[config.mk]
export PLATFORM = sky130hd
export DESIGN_NAME = tone_decoder
export DESIGN_NICKNAME = d
export VERILOG_FILES = /design/src/rtl/tone_decoder.sv
export SDC_FILE = /design/constraint.sdc
export NUM_CORES = 1
export LEC_CHECK = 0
export CAP_MARGIN = 10
export CORE_AREA = 8 8 69 77
export DETAILED_ROUTE_END_ITERATION = 6
export DIE_AREA = 0 0 77 85
export HOLD_SLACK_MARGIN = 0.15
export PLACE_DENSITY = 0.69
export SLEW_MARGIN = 20
export SYNTH_ARGS = -nofsm -noshare
export SYNTH_HDL_FRONTEND = slang
export SYNTH_SLANG_ARGS = --single-unit
[constraint.sdc]
create_clock -name i_clk -period 6.6 [get_ports i_clk]
set_input_delay 0.66 -clock i_clk [delete_from_list [all_inputs] [get_ports i_clk]]
set_output_delay 0.66 -clock i_clk [all_outputs]
set_load 0.005 [all_outputs]
[src/rtl/tone_decoder.sv]
// Tone receive path: measures rising-edge-to-rising-edge period of the speaker line,
// classifies it against the four key tones and reports a key after CONFIRM agreeing periods.
module tone_decoder #(
  parameter int HALF1   = 25000,
  parameter int HALF2   = 12500,
  parameter int HALF3   = 6250,
  parameter int HALF4   = 3125,
  parameter int TOL     = 64,
  parameter int CONFIRM = 2,
  parameter int TIMEOUT = 65536,
  parameter int CNT_W   = 17
) (
  input  logic       i_clk,
  input  logic       i_reset_n,
  input  logic       i_tone,
  output logic [3:0] o_key,
  output logic       o_valid,
  output logic       o_change
);
  localparam int MW = (CONFIRM < 2) ? 1 : $clog2(CONFIRM + 1);

  typedef enum logic [1:0] {IDLE, MEASURE, LOCKED} state_t;

  state_t            state, state_n;
  logic [2:0]        sync;
  logic [CNT_W-1:0]  cnt;
  logic [2:0]        cand, cand_n, cls;
  logic [MW-1:0]     match, match_n;
  logic [3:0]        key_n;
  logic              valid_n, change_n, tone_edge, timed_out;

  function automatic logic in_band(input logic [CNT_W-1:0] p, input int half);
    int pi;
    pi = int'(p);
    return (pi >= 2 * half - TOL) && (pi <= 2 * half + TOL);
  endfunction

  // Checked highest key first so that the lowest matching key wins on overlap.
  function automatic logic [2:0] classify(input logic [CNT_W-1:0] p);
    logic [2:0] c;
    c = 3'd0;
    if (in_band(p, HALF4)) c = 3'd4;
    if (in_band(p, HALF3)) c = 3'd3;
    if (in_band(p, HALF2)) c = 3'd2;
    if (in_band(p, HALF1)) c = 3'd1;
    return c;
  endfunction

  function automatic logic [3:0] onehot(input logic [2:0] c);
    case (c)
      3'd1:    return 4'b0001;
      3'd2:    return 4'b0010;
      3'd3:    return 4'b0100;
      3'd4:    return 4'b1000;
      default: return 4'b0000;
    endcase
  endfunction

  assign tone_edge = sync[1] & ~sync[2];
  assign timed_out = (cnt == CNT_W'(TIMEOUT));
  assign cls       = classify(cnt);

  always_ff @(posedge i_clk or negedge i_reset_n) begin
    if (!i_reset_n) begin
      sync <= '0;
      cnt  <= '0;
    end else begin
      sync <= {sync[1:0], i_tone};
      if (tone_edge)       cnt <= CNT_W'(1);
      else if (!timed_out) cnt <= cnt + 1'b1;
    end
  end

  always_comb begin
    state_n  = state;
    cand_n   = cand;
    match_n  = match;
    key_n    = o_key;
    valid_n  = o_valid;
    change_n = 1'b0;
    if (state == IDLE) begin
      if (tone_edge) state_n = MEASURE;
    end else if (tone_edge) begin
      if (cls == 3'd0) begin
        cand_n  = 3'd0;
        match_n = '0;
        state_n = MEASURE;
        if (o_valid) begin
          key_n    = 4'b0000;
          valid_n  = 1'b0;
          change_n = 1'b1;
        end
      end else begin
        if (cls == cand) begin
          if (match != MW'(CONFIRM)) match_n = match + 1'b1;
        end else begin
          cand_n  = cls;
          match_n = MW'(1);
        end
        // A new key replaces the old one directly, without passing through zero.
        if (match_n == MW'(CONFIRM) && o_key != onehot(cand_n)) begin
          key_n    = onehot(cand_n);
          valid_n  = 1'b1;
          change_n = 1'b1;
          state_n  = LOCKED;
        end
      end
    end else if (timed_out) begin
      state_n = IDLE;
      cand_n  = 3'd0;
      match_n = '0;
      if (o_valid) begin
        key_n    = 4'b0000;
        valid_n  = 1'b0;
        change_n = 1'b1;
      end
    end
  end

  always_ff @(posedge i_clk or negedge i_reset_n) begin
    if (!i_reset_n) begin
      state    <= IDLE;
      cand     <= '0;
      match    <= '0;
      o_key    <= '0;
      o_valid  <= 1'b0;
      o_change <= 1'b0;
    end else begin
      state    <= state_n;
      cand     <= cand_n;
      match    <= match_n;
      o_key    <= key_n;
      o_valid  <= valid_n;
      o_change <= change_n;
    end
  end
endmodule

==> flow_summary.json, run 1 <==
{
  "slowest_delay_ps": 600,
  "viasPerCell": 5.993,
  "yosys-top-cells-count": "dfrtp_1 (33), nor2_1 (21), nand2_1 (15)",
  "syn_inst": 226,
  "yosysWarningCount": 0,
  "crit_chain": "or4b_4 > o211a_1 > o31a_1 > nor4b_2 > a41oi_2 > and3_1 > a32o_1",
  "yosysMostFrequentCell": "dfrtp_1",
  "dr.first_iter.drc_count": 124,
  "grt_max_degree": 34,
  "avgSynthCellArea_um2": 9.140,
  "cpMaxStageDelayCell": "or4b_4",
  "setup_viol": 0,
  "ir_drop_mv": 0.1485,
  "synth_top_cell_by_area": "dfrtp_1",
  "finish.instance_area_mm2": 0.002278,
  "worstMarginPinSlew_ps": 522.8,
  "diodes": 0,
  "fp-row-count": 25,
  "cts.clk_slew.worst_paths_ps": 70,
  "ant_nets": 0,
  "ys_ff_latch": 33,
  "finalSetupTns_ps": 0,
  "die_h_um": 85,
  "hp-class": "register to register",
  "clockRootBuffer": "clkbuf_8",
  "fin_skew_ps": 4.597,
  "fin_util": 0.5518,
  "fillCellCount": 398,
  "postCtsSetupBuffers": 0,
  "grt_pass1_wl_um": 7693,
  "cp.arrival_ps": 2990,
  "synth_top_cells_by_area": "dfrtp_1 (40%), xor2_1 (4.7%), nor2_1 (3.8%), o21ai_0 (3.4%), nand2_1 (2.7%)",
  "layout_setup_ws_ps": 3791,
  "ios": 9,
  "dpl.hpwl_um": 3178,
  "finalWirelength_um": 4430,
  "synth_nets": 233,
  "overflow": 0,
  "ctsHtreeMaxLevel": 2,
  "synthFlopType": "dfrtp_1",
  "io_buffers": 8,
  "synth_cell_types": 58,
  "drc": 0,
  "antenna_found_initial": 0,
  "grt_util_met1": 0.1876,
  "grtUsageTotal": 0.1434,
  "syn_area_mm2": 0.002066,
  "gr-usage-met2": 0.2088,
  "cap_viol_max_count": 0,
  "cp_max_fo": 12,
  "yosysTopAreaCellShare": 0.3998,
  "slew_headroom": 0.6498,
  "power_density_mw_per_mm2": 215.0,
  "post-place-ws_ps": 3827,
  "rsz0062_at_grt": "no",
  "wire_per_inst_um": 15.65,
  "cts_made_buffers": 5,
  "p_leak_nw": 0.9378,
  "critPathRequiredTime_ps": 6780,
  "synthToLayoutAreaGrowth_pct": 10.30,
  "grt_busiest_layer": "met2",
  "async_flop_share": 1.000,
  "synth-seq-area-share": 0.3998,
  "gp_congestion": 0.8781,
  "dieArea_mm2": 0.006545,
  "path_delay_family": "simple AND/OR/NAND/NOR gates",
  "path_class": "register to register",
  "fin_crit_sh": 0.4257,
  "worst-path-buf-inv": 0,
  "initial_core_util": 0.5003,
  "cts_hold_buf": 0,
  "layout.nets": 235,
  "cts_tree": "yes",
  "timing.final.crit_period_ps": 2809,
  "core_area_mm2": 0.004129,
  "clock_latency_ps": 280,
  "clock-sinks": 33,
  "finalHoldViolCount": 0,
  "cts_resized": 0,
  "run_status": "complete, no violations",
  "dpl-instance-area_mm2": 0.002162,
  "drive_above_1_share": 0.08297,
  "grt_util_met3": 0.05180,
  "holdWs_ps": 348.5,
  "drt_first_pass_iters": 4,
  "crit_path_end_kind": "register",
  "die_w_um": 77,
  "drv_slew": 0,
  "synth_edf_count": 0,
  "max_freq_mhz": 355.9,
  "vias": 1696,
  "grt_pass1_vias": 1619,
  "max-clock-path-buffers": 2,
  "cp-start-kind": "register"
}
## cells in the final DEF, fill, tap and decap left out, types with 5 or more instances in the layout
cell             count
dfrtp_1             33
nor2_1              21
nand2_1             15
o21ai_0             14
nand3_1             11
xor2_1              11
a21oi_1              9
inv_1                8
clkdlybuf4s50_1      8
nand4_1              6
clkbuf_8             6
nor3_1               5
and3_1               5
or3_1                5
## kinds of logic (layout without fill, tap and decap cells)
| family | count (synthesis) | after routing | synth area share |
|---|---|---|---|
| adders and majority gates | 4 | 4 | 0.02423 |
| AOI/OAI and AO/OA | 59 | 59 | 0.2187 |
| buffers and inverters | 23 | 26 | 0.04664 |
| and+or+nand+nor | 93 | 93 | 0.2514 |
| DFF | 33 | 33 | 0.3998 |
| xor gates and xnor gates | 14 | 14 | 0.05936 |
## worst register-to-register path: stages (launching register included)
cell     delay (ps)
dfrtp_1         520
or4b_4          600
o211a_1         260
o31a_1          290
nor4b_2         300
a41oi_2         240
and3_1          240
a32o_1          250
## sequential cells by signal, summed over array words and instances (netlist names)
| signal | flops |
|---|---|
| cand | 3 |
| cnt | 17 |
| match | 2 |
| o_key | 4 |
| o_valid | 1 |
| o_change | 1 |
| state | 2 |
| sync | 3 |
## final timing paths
path                       startpoint       end  slack [ps]  cells past startpoint
max                            cnt[4]  state[1]        3790                      7
min                           sync[0]   sync[1]         350                      0
max reg2reg                    cnt[4]  state[1]        3790                      7
max in group asynchronous   i_reset_n   cnt[15]        5510                      2
min reg2reg                   sync[0]   sync[1]         350                      0
min in group asynchronous   i_reset_n    cnt[8]         780                      2
## metal layers
metal,vias to the layer above,part of all wire
met3,10,0.048
met4,0,0.021
met1,809,0.49
met2,34,0.44
met5,-,0
li1,843,-
## metrics by stage
stage / cells / power [mW]
3_3_place_gp: 275 / 0.2945
4_1_cts: 283 / 0.4950
6_report: 283 / 0.4900
2_1_floorplan: 226 / 0.2858
3_5_place_dp: 275 / 0.2962
5_1_grt: 283 / 0.5134
## power breakdown
part / internal [mW] / switching, mW / leakage [nW]
registers: 0.213 / 0.0300 / 0.443
logic: 0.0217 / 0.0292 / 0.437
clock network: 0.123 / 0.0733 / 0.0585
## area by class of cell
type,instances,area [um^2],share of cell area
sequential,33,825.8,0.3624
inverter,8,30.03,0.01318
timing repair buffer,10,95.09,0.04174
clock buffer,7,86.33,0.03789
tap,54,67.56,0.02965
multi-input combinational,170,1144,0.5019
clock inverter,1,30.03,0.01318
(Power assumes the default switching activity.)
==> inputs of run 2 (changes only) <==
==> constraint.sdc (replaced) <==
create_clock -name i_clk -period 2.94 [get_ports i_clk]
set_input_delay 0.294 -clock i_clk [delete_from_list [all_inputs] [get_ports i_clk]]
set_output_delay 0.294 -clock i_clk [all_outputs]
set_load 0.005 [all_outputs]
==> run 2 against run 1 <==
Final cell count rose by 2.8%. Hold slack barely moved. Sequential share of layout area fell by 0.41 points.
==> flow_summary.json, run 2 (synthesized netlist as in run 1, its figures left out) <==
{
  "overflow": 0,
  "finalWirelength_um": 4648,
  "mostFrequentLayoutCells": "dfrtp_1 (33), nor2_1 (21), nand2_1 (15)",
  "die_h_um": 85,
  "switchingPower_mw": 0.3083,
  "core_area_mm2": 0.004129,
  "ant_nets": 0,
  "initial_core_util": 0.5003,
  "fp-row-count": 25,
  "largest_register_ffs": 17,
  "crit_chain": "or4_1 > o311ai_2 > nand3_1 > a21bo_2 > a211oi_4 > nand4_1 > o2bb2ai_1",
  "diodes": 0,
  "cp_max_fo": 8,
  "ir_drop_mv": 0.2576,
  "power.internal_mw": 0.7181,
  "antenna_found_initial": 0,
  "rsz0062_at_grt": "no",
  "path_class": "register to register",
  "vias": 1742,
  "max-clock-path-buffers": 2,
  "drt_first_pass_iters": 4,
  "cp-start-kind": "register",
  "slowest_delay_ps": 580,
  "wire_per_inst_um": 15.97,
  "clkPwrFrac": 0.323,
  "p_leak_nw": 0.9658,
  "ios": 9,
  "timing.final.crit_period_ps": 2740,
  "hp-class": "register to register",
  "slew_headroom": 0.5987,
  "clock_latency_ps": 290,
  "cts_tree": "yes",
  "fin_skew_ps": 11.78,
  "power_density_mw_per_mm2": 445.4,
  "synthToLayoutAreaGrowth_pct": 11.57,
  "switching_share": 0.3004,
  "seq_power_share": 0.499,
  "max_freq_mhz": 365.0,
  "holdWs_ps": 348.0,
  "finalHoldViolCount": 0,
  "cts_resized": 0,
  "crit_path_end_kind": "register",
  "critPathRequiredTime_ps": 3160,
  "drive_above_1_share": 0.1139,
  "pwr-share-comb": 0.178,
  "cts_hold_buf": 0,
  "clockRootBuffer": "clkbuf_8",
  "postCtsSetupBuffers": 0,
  "cpMaxStageDelayCell": "or4_1",
  "run_status": "complete, no violations",
  "p_total_mw": 1.026,
  "clock-sinks": 33,
  "largest_registers": "cnt x17, o_key x4",
  "fin_util": 0.5582,
  "worstMarginPinSlew_ps": 596.4,
  "final_common_cell": "dfrtp_1",
  "cp.arrival_ps": 2960,
  "grt_pass1_wl_um": 7914,
  "dr.first_iter.drc_count": 164,
  "drc": 0,
  "die_w_um": 77,
  "grt_pass1_vias": 1638,
  "dpl-instance-area_mm2": 0.002222,
  "ctsHtreeMaxLevel": 2,
  "cts.clk_slew.worst_paths_ps": 80,
  "grtUsageTotal": 0.1478,
  "finish.instance_area_mm2": 0.002305,
  "ff2ff_setup_slack_ps": 200,
  "fin_crit_sh": 0.9320,
  "gp_congestion": 0.8913,
  "io_buffers": 8,
  "cap_viol_max_count": 0,
  "top_register": "cnt",
  "fillCellCount": 410,
  "drv_slew": 0,
  "multi_input_area_mm2": 0.001144,
  "grt_max_degree": 34,
  "cts_made_buffers": 5,
  "finalSetupTns_ps": 0,
  "viasPerCell": 5.986,
  "final-seq-area_um2": 825.8,
  "setup_viol": 0,
  "layout.nets": 243,
  "dieArea_mm2": 0.006545,
  "dpl.hpwl_um": 3321
}
-- run 2: cell count changes in the layout (fill, tap and decap cells not counted) --
cell / previous run / this run
buf_4: 2 / 10
clkinv_2: 0 / 2
bufinv_16: 1 / 0
clkbuf_8: 6 / 5
-- run 2: critical path: cells and delay by family, from the launching register on --
kind | cells | cell delay (ps)
AOI/OAI and AO/OA | 4 | 1220
and+or+nand+nor | 3 | 990
DFF | 1 | 460
-- run 2: cell type report --
| type | instances | area share |
|---|---|---|
| multi-input cells | 170 | 0.4962 |
| clock buffers | 6 | 0.03149 |
| well taps | 54 | 0.02932 |
| flip-flops and latches | 33 | 0.3583 |
| clock inverters | 2 | 0.004343 |
| inverters | 8 | 0.01303 |
| repair buffers | 18 | 0.06732 |
-- run 2: final timing paths --
kind,from,endpoint,depth (start not counted)
max in group asynchronous,i_reset_n,cnt[6],2
min in group asynchronous,i_reset_n,match[1],2
setup / recovery,cnt[2],o_key[0],7
hold reg to reg,sync[0],sync[1],0
hold / removal,sync[0],sync[1],0
setup reg to reg,cnt[2],o_key[0],7
-- run 2: stage by stage --
stage	worst slack, ps	std cells
after floorplan	381.1	226
after global placement	279.9	283
after detailed placement	245.1	283
after CTS	230.7	291
after global routing	30.95	291
final	200.0	291
-- run 2: power by group through the flow --
stage                     logic (mW)  registers, mW  clock network [mW]
after floorplan                0.142          0.500                   0
after global placement         0.176          0.519                   0
after detailed placement       0.180          0.520                   0
after CTS                      0.182          0.511               0.343
after global routing           0.200          0.516               0.360
final                          0.183          0.513               0.331
-- run 2: per-layer routing --
metal | GRT usage | wire length, um | vias up
met4 | 0.06186 | 96 | 0
met3 | 0.04017 | 225 | 10
met1 | 0.1961 | 2213 | 842
met5 | 0 | 0 | -
li1 | - | - | 851
met2 | 0.2204 | 2113 | 39
==> inputs of run 3 (changes only) <==
--- a/config.mk
+++ b/config.mk
@@ -6,9 +6,9 @@
 export NUM_CORES = 1
 export LEC_CHECK = 0
 export CAP_MARGIN = 10
-export CORE_AREA = 8 8 69 77
+export CORE_AREA = 2 2 63 71
 export DETAILED_ROUTE_END_ITERATION = 6
-export DIE_AREA = 0 0 77 85
+export DIE_AREA = 0 0 65 73
 export HOLD_SLACK_MARGIN = 0.15
 export PLACE_DENSITY = 0.69
 export SLEW_MARGIN = 20
==> run 3 against run 2 <==
Die area down 28%. Combinational power about the same. Largest power group unchanged. Sequential cell count unchanged. Critical path depth unchanged. Hold slack better by 7.3 ps. Highest routed layer unchanged. Sequential power about the same. Global-route usage up 6.2 points. Non-clock buffer count down 1.
==> flow_summary.json, run 3 (synthesized netlist as in run 1, its figures left out) <==
{
  "fillCellCount": 360,
  "fin_util": 0.5606,
  "instances_no_fill": 290,
  "multi_input_area_mm2": 0.001144,
  "viasPerCell": 5.948,
  "cp-start-kind": "register",
  "grt_util_met1": 0.2909,
  "reg2reg_from": "cnt[2]",
  "cts.clk_slew.worst_paths_ps": 70,
  "layout.nets": 242,
  "die_h_um": 73,
  "clock_latency_ps": 290,
  "seq_power_share": 0.501,
  "initial_core_util": 0.5041,
  "final_common_cell": "dfrtp_1",
  "cts_resized": 0,
  "top_register": "cnt",
  "postCtsSetupBuffers": 0,
  "mostFrequentLayoutCells": "dfrtp_1 (33), nor2_1 (21), nand2_1 (15)",
  "finalWirelength_um": 4444,
  "holdPathEnd": "sync[1]",
  "gp_congestion": 0.9233,
  "min_path_cells": 0,
  "switching_share": 0.2993,
  "grt_pass1_wl_um": 7652,
  "switchingPower_mw": 0.3068,
  "grt_max_degree": 34,
  "max-clock-path-buffers": 2,
  "fp-row-count": 25,
  "worst_hold_startpoint": "sync[0]",
  "dieArea_mm2": 0.004745,
  "overflow": 0,
  "cp.arrival_ps": 2930,
  "rsz0062_at_grt": "no",
  "r2r_end": "o_key[3]",
  "setup_viol": 0,
  "ff2ff_setup_slack_ps": 220,
  "cp_max_fo": 8,
  "core_area_mm2": 0.004098,
  "clock-sinks": 33,
  "vias": 1725,
  "clockRootBuffer": "clkbuf_8",
  "drt_first_pass_iters": 4,
  "hp-class": "register to register",
  "io_buffers": 8,
  "drc": 0,
  "max_freq_mhz": 368.2,
  "die_w_um": 65,
  "dpl.hpwl_um": 3128,
  "cts_tree": "yes",
  "diodes": 0,
  "synthToLayoutAreaGrowth_pct": 11.21,
  "power.internal_mw": 0.7181,
  "cap_viol_max_count": 0,
  "power_density_mw_per_mm2": 446.1,
  "wire_per_inst_um": 15.32,
  "p_leak_nw": 0.9604,
  "final-seq-area_um2": 825.8,
  "ant_nets": 0,
  "slew_headroom": 0.6125,
  "antenna_found_initial": 0,
  "dr.first_iter.drc_count": 101,
  "finalHoldViolCount": 0,
  "largest_registers": "cnt x17, o_key x4",
  "timing.final.crit_period_ps": 2716,
  "cts_hold_buf": 0,
  "drive_above_1_share": 0.1102,
  "ctsHtreeMaxLevel": 2,
  "p_total_mw": 1.025,
  "drv_slew": 0,
  "path_class": "register to register",
  "ir_drop_mv": 0.2520,
  "worstMarginPinSlew_ps": 576.0,
  "grt_busiest_layer": "met2",
  "grt_pass1_vias": 1625,
  "cts_made_buffers": 5,
  "rr_worst_depth": 7,
  "grtUsageTotal": 0.2098,
  "grt_util_met3": 0.04167,
  "dp.cells": 282,
  "fin_crit_sh": 0.9238,
  "ios": 9,
  "gr-usage-met2": 0.2990,
  "critPathRequiredTime_ps": 3150,
  "fin_skew_ps": 6.970,
  "pwr-share-comb": 0.176,
  "crit_path_end_kind": "register",
  "clkPwrFrac": 0.324,
  "finalSetupTns_ps": 0,
  "run_status": "complete, no violations",
  "largest_register_ffs": 17
}
[run 3: how the worst max path moves through the flow]
stage / from / endpoint / slack (ps) / cells after the start
floorplan: cnt[2] / state[1] / 380 / 8
global placement: cnt[2] / state[1] / 280 / 7
detailed placement: cnt[2] / state[1] / 260 / 7
CTS: cnt[2] / o_key[3] / 230 / 7
global route: cnt[10] / state[1] / 7 / 7
finish: cnt[2] / o_key[3] / 220 / 7
[run 3: per-layer routing]
metal  part of all wire  vias up  wire length (um)
li1                   -      858                 -
met1               0.50      806              2238
met2               0.43       46              1913
met3              0.039       15               174
met4              0.027        0               119
met5                  0        -                 0
[run 3: worst max-delay path, cell delays in order, from the launching register on]
cell       delay (ps)
dfrtp_1           470
or4_1             580
o311ai_2          390
nand3_1           120
a21bo_2           230
a211oi_4          370
nand4_1           260
o2bb2ai_1         220
[run 3: power groups by stage]
stage | registers (mW) | logic, mW | clock network, mW
finish | 0.513 | 0.180 | 0.332
global placement | 0.519 | 0.175 | 0
CTS | 0.513 | 0.179 | 0.342
floorplan | 0.500 | 0.142 | 0
detailed placement | 0.521 | 0.176 | 0
global route | 0.519 | 0.200 | 0.361
[run 3: per-stage QoR]
stage | setup slack (ps) | area, um^2 | hold slack (ps)
floorplan | 381.1 | 2066 | -1.591
global placement | 275.9 | 2215 | 333.5
detailed placement | 258.5 | 2215 | 342.6
CTS | 228.2 | 2297 | 358.0
global route | 6.923 | 2297 | 360.9
finish | 223.9 | 2297 | 355.3
[run 3: final cells by class]
cell class | instances | share of cell area
Clock buffer | 6 | 0.03159
Clock inverter | 2 | 0.004357
Inverter | 8 | 0.01307
Multi-Input combinational cell | 170 | 0.4978
Sequential cell | 33 | 0.3595
Tap cell | 54 | 0.02941
Timing Repair Buffer | 17 | 0.06427
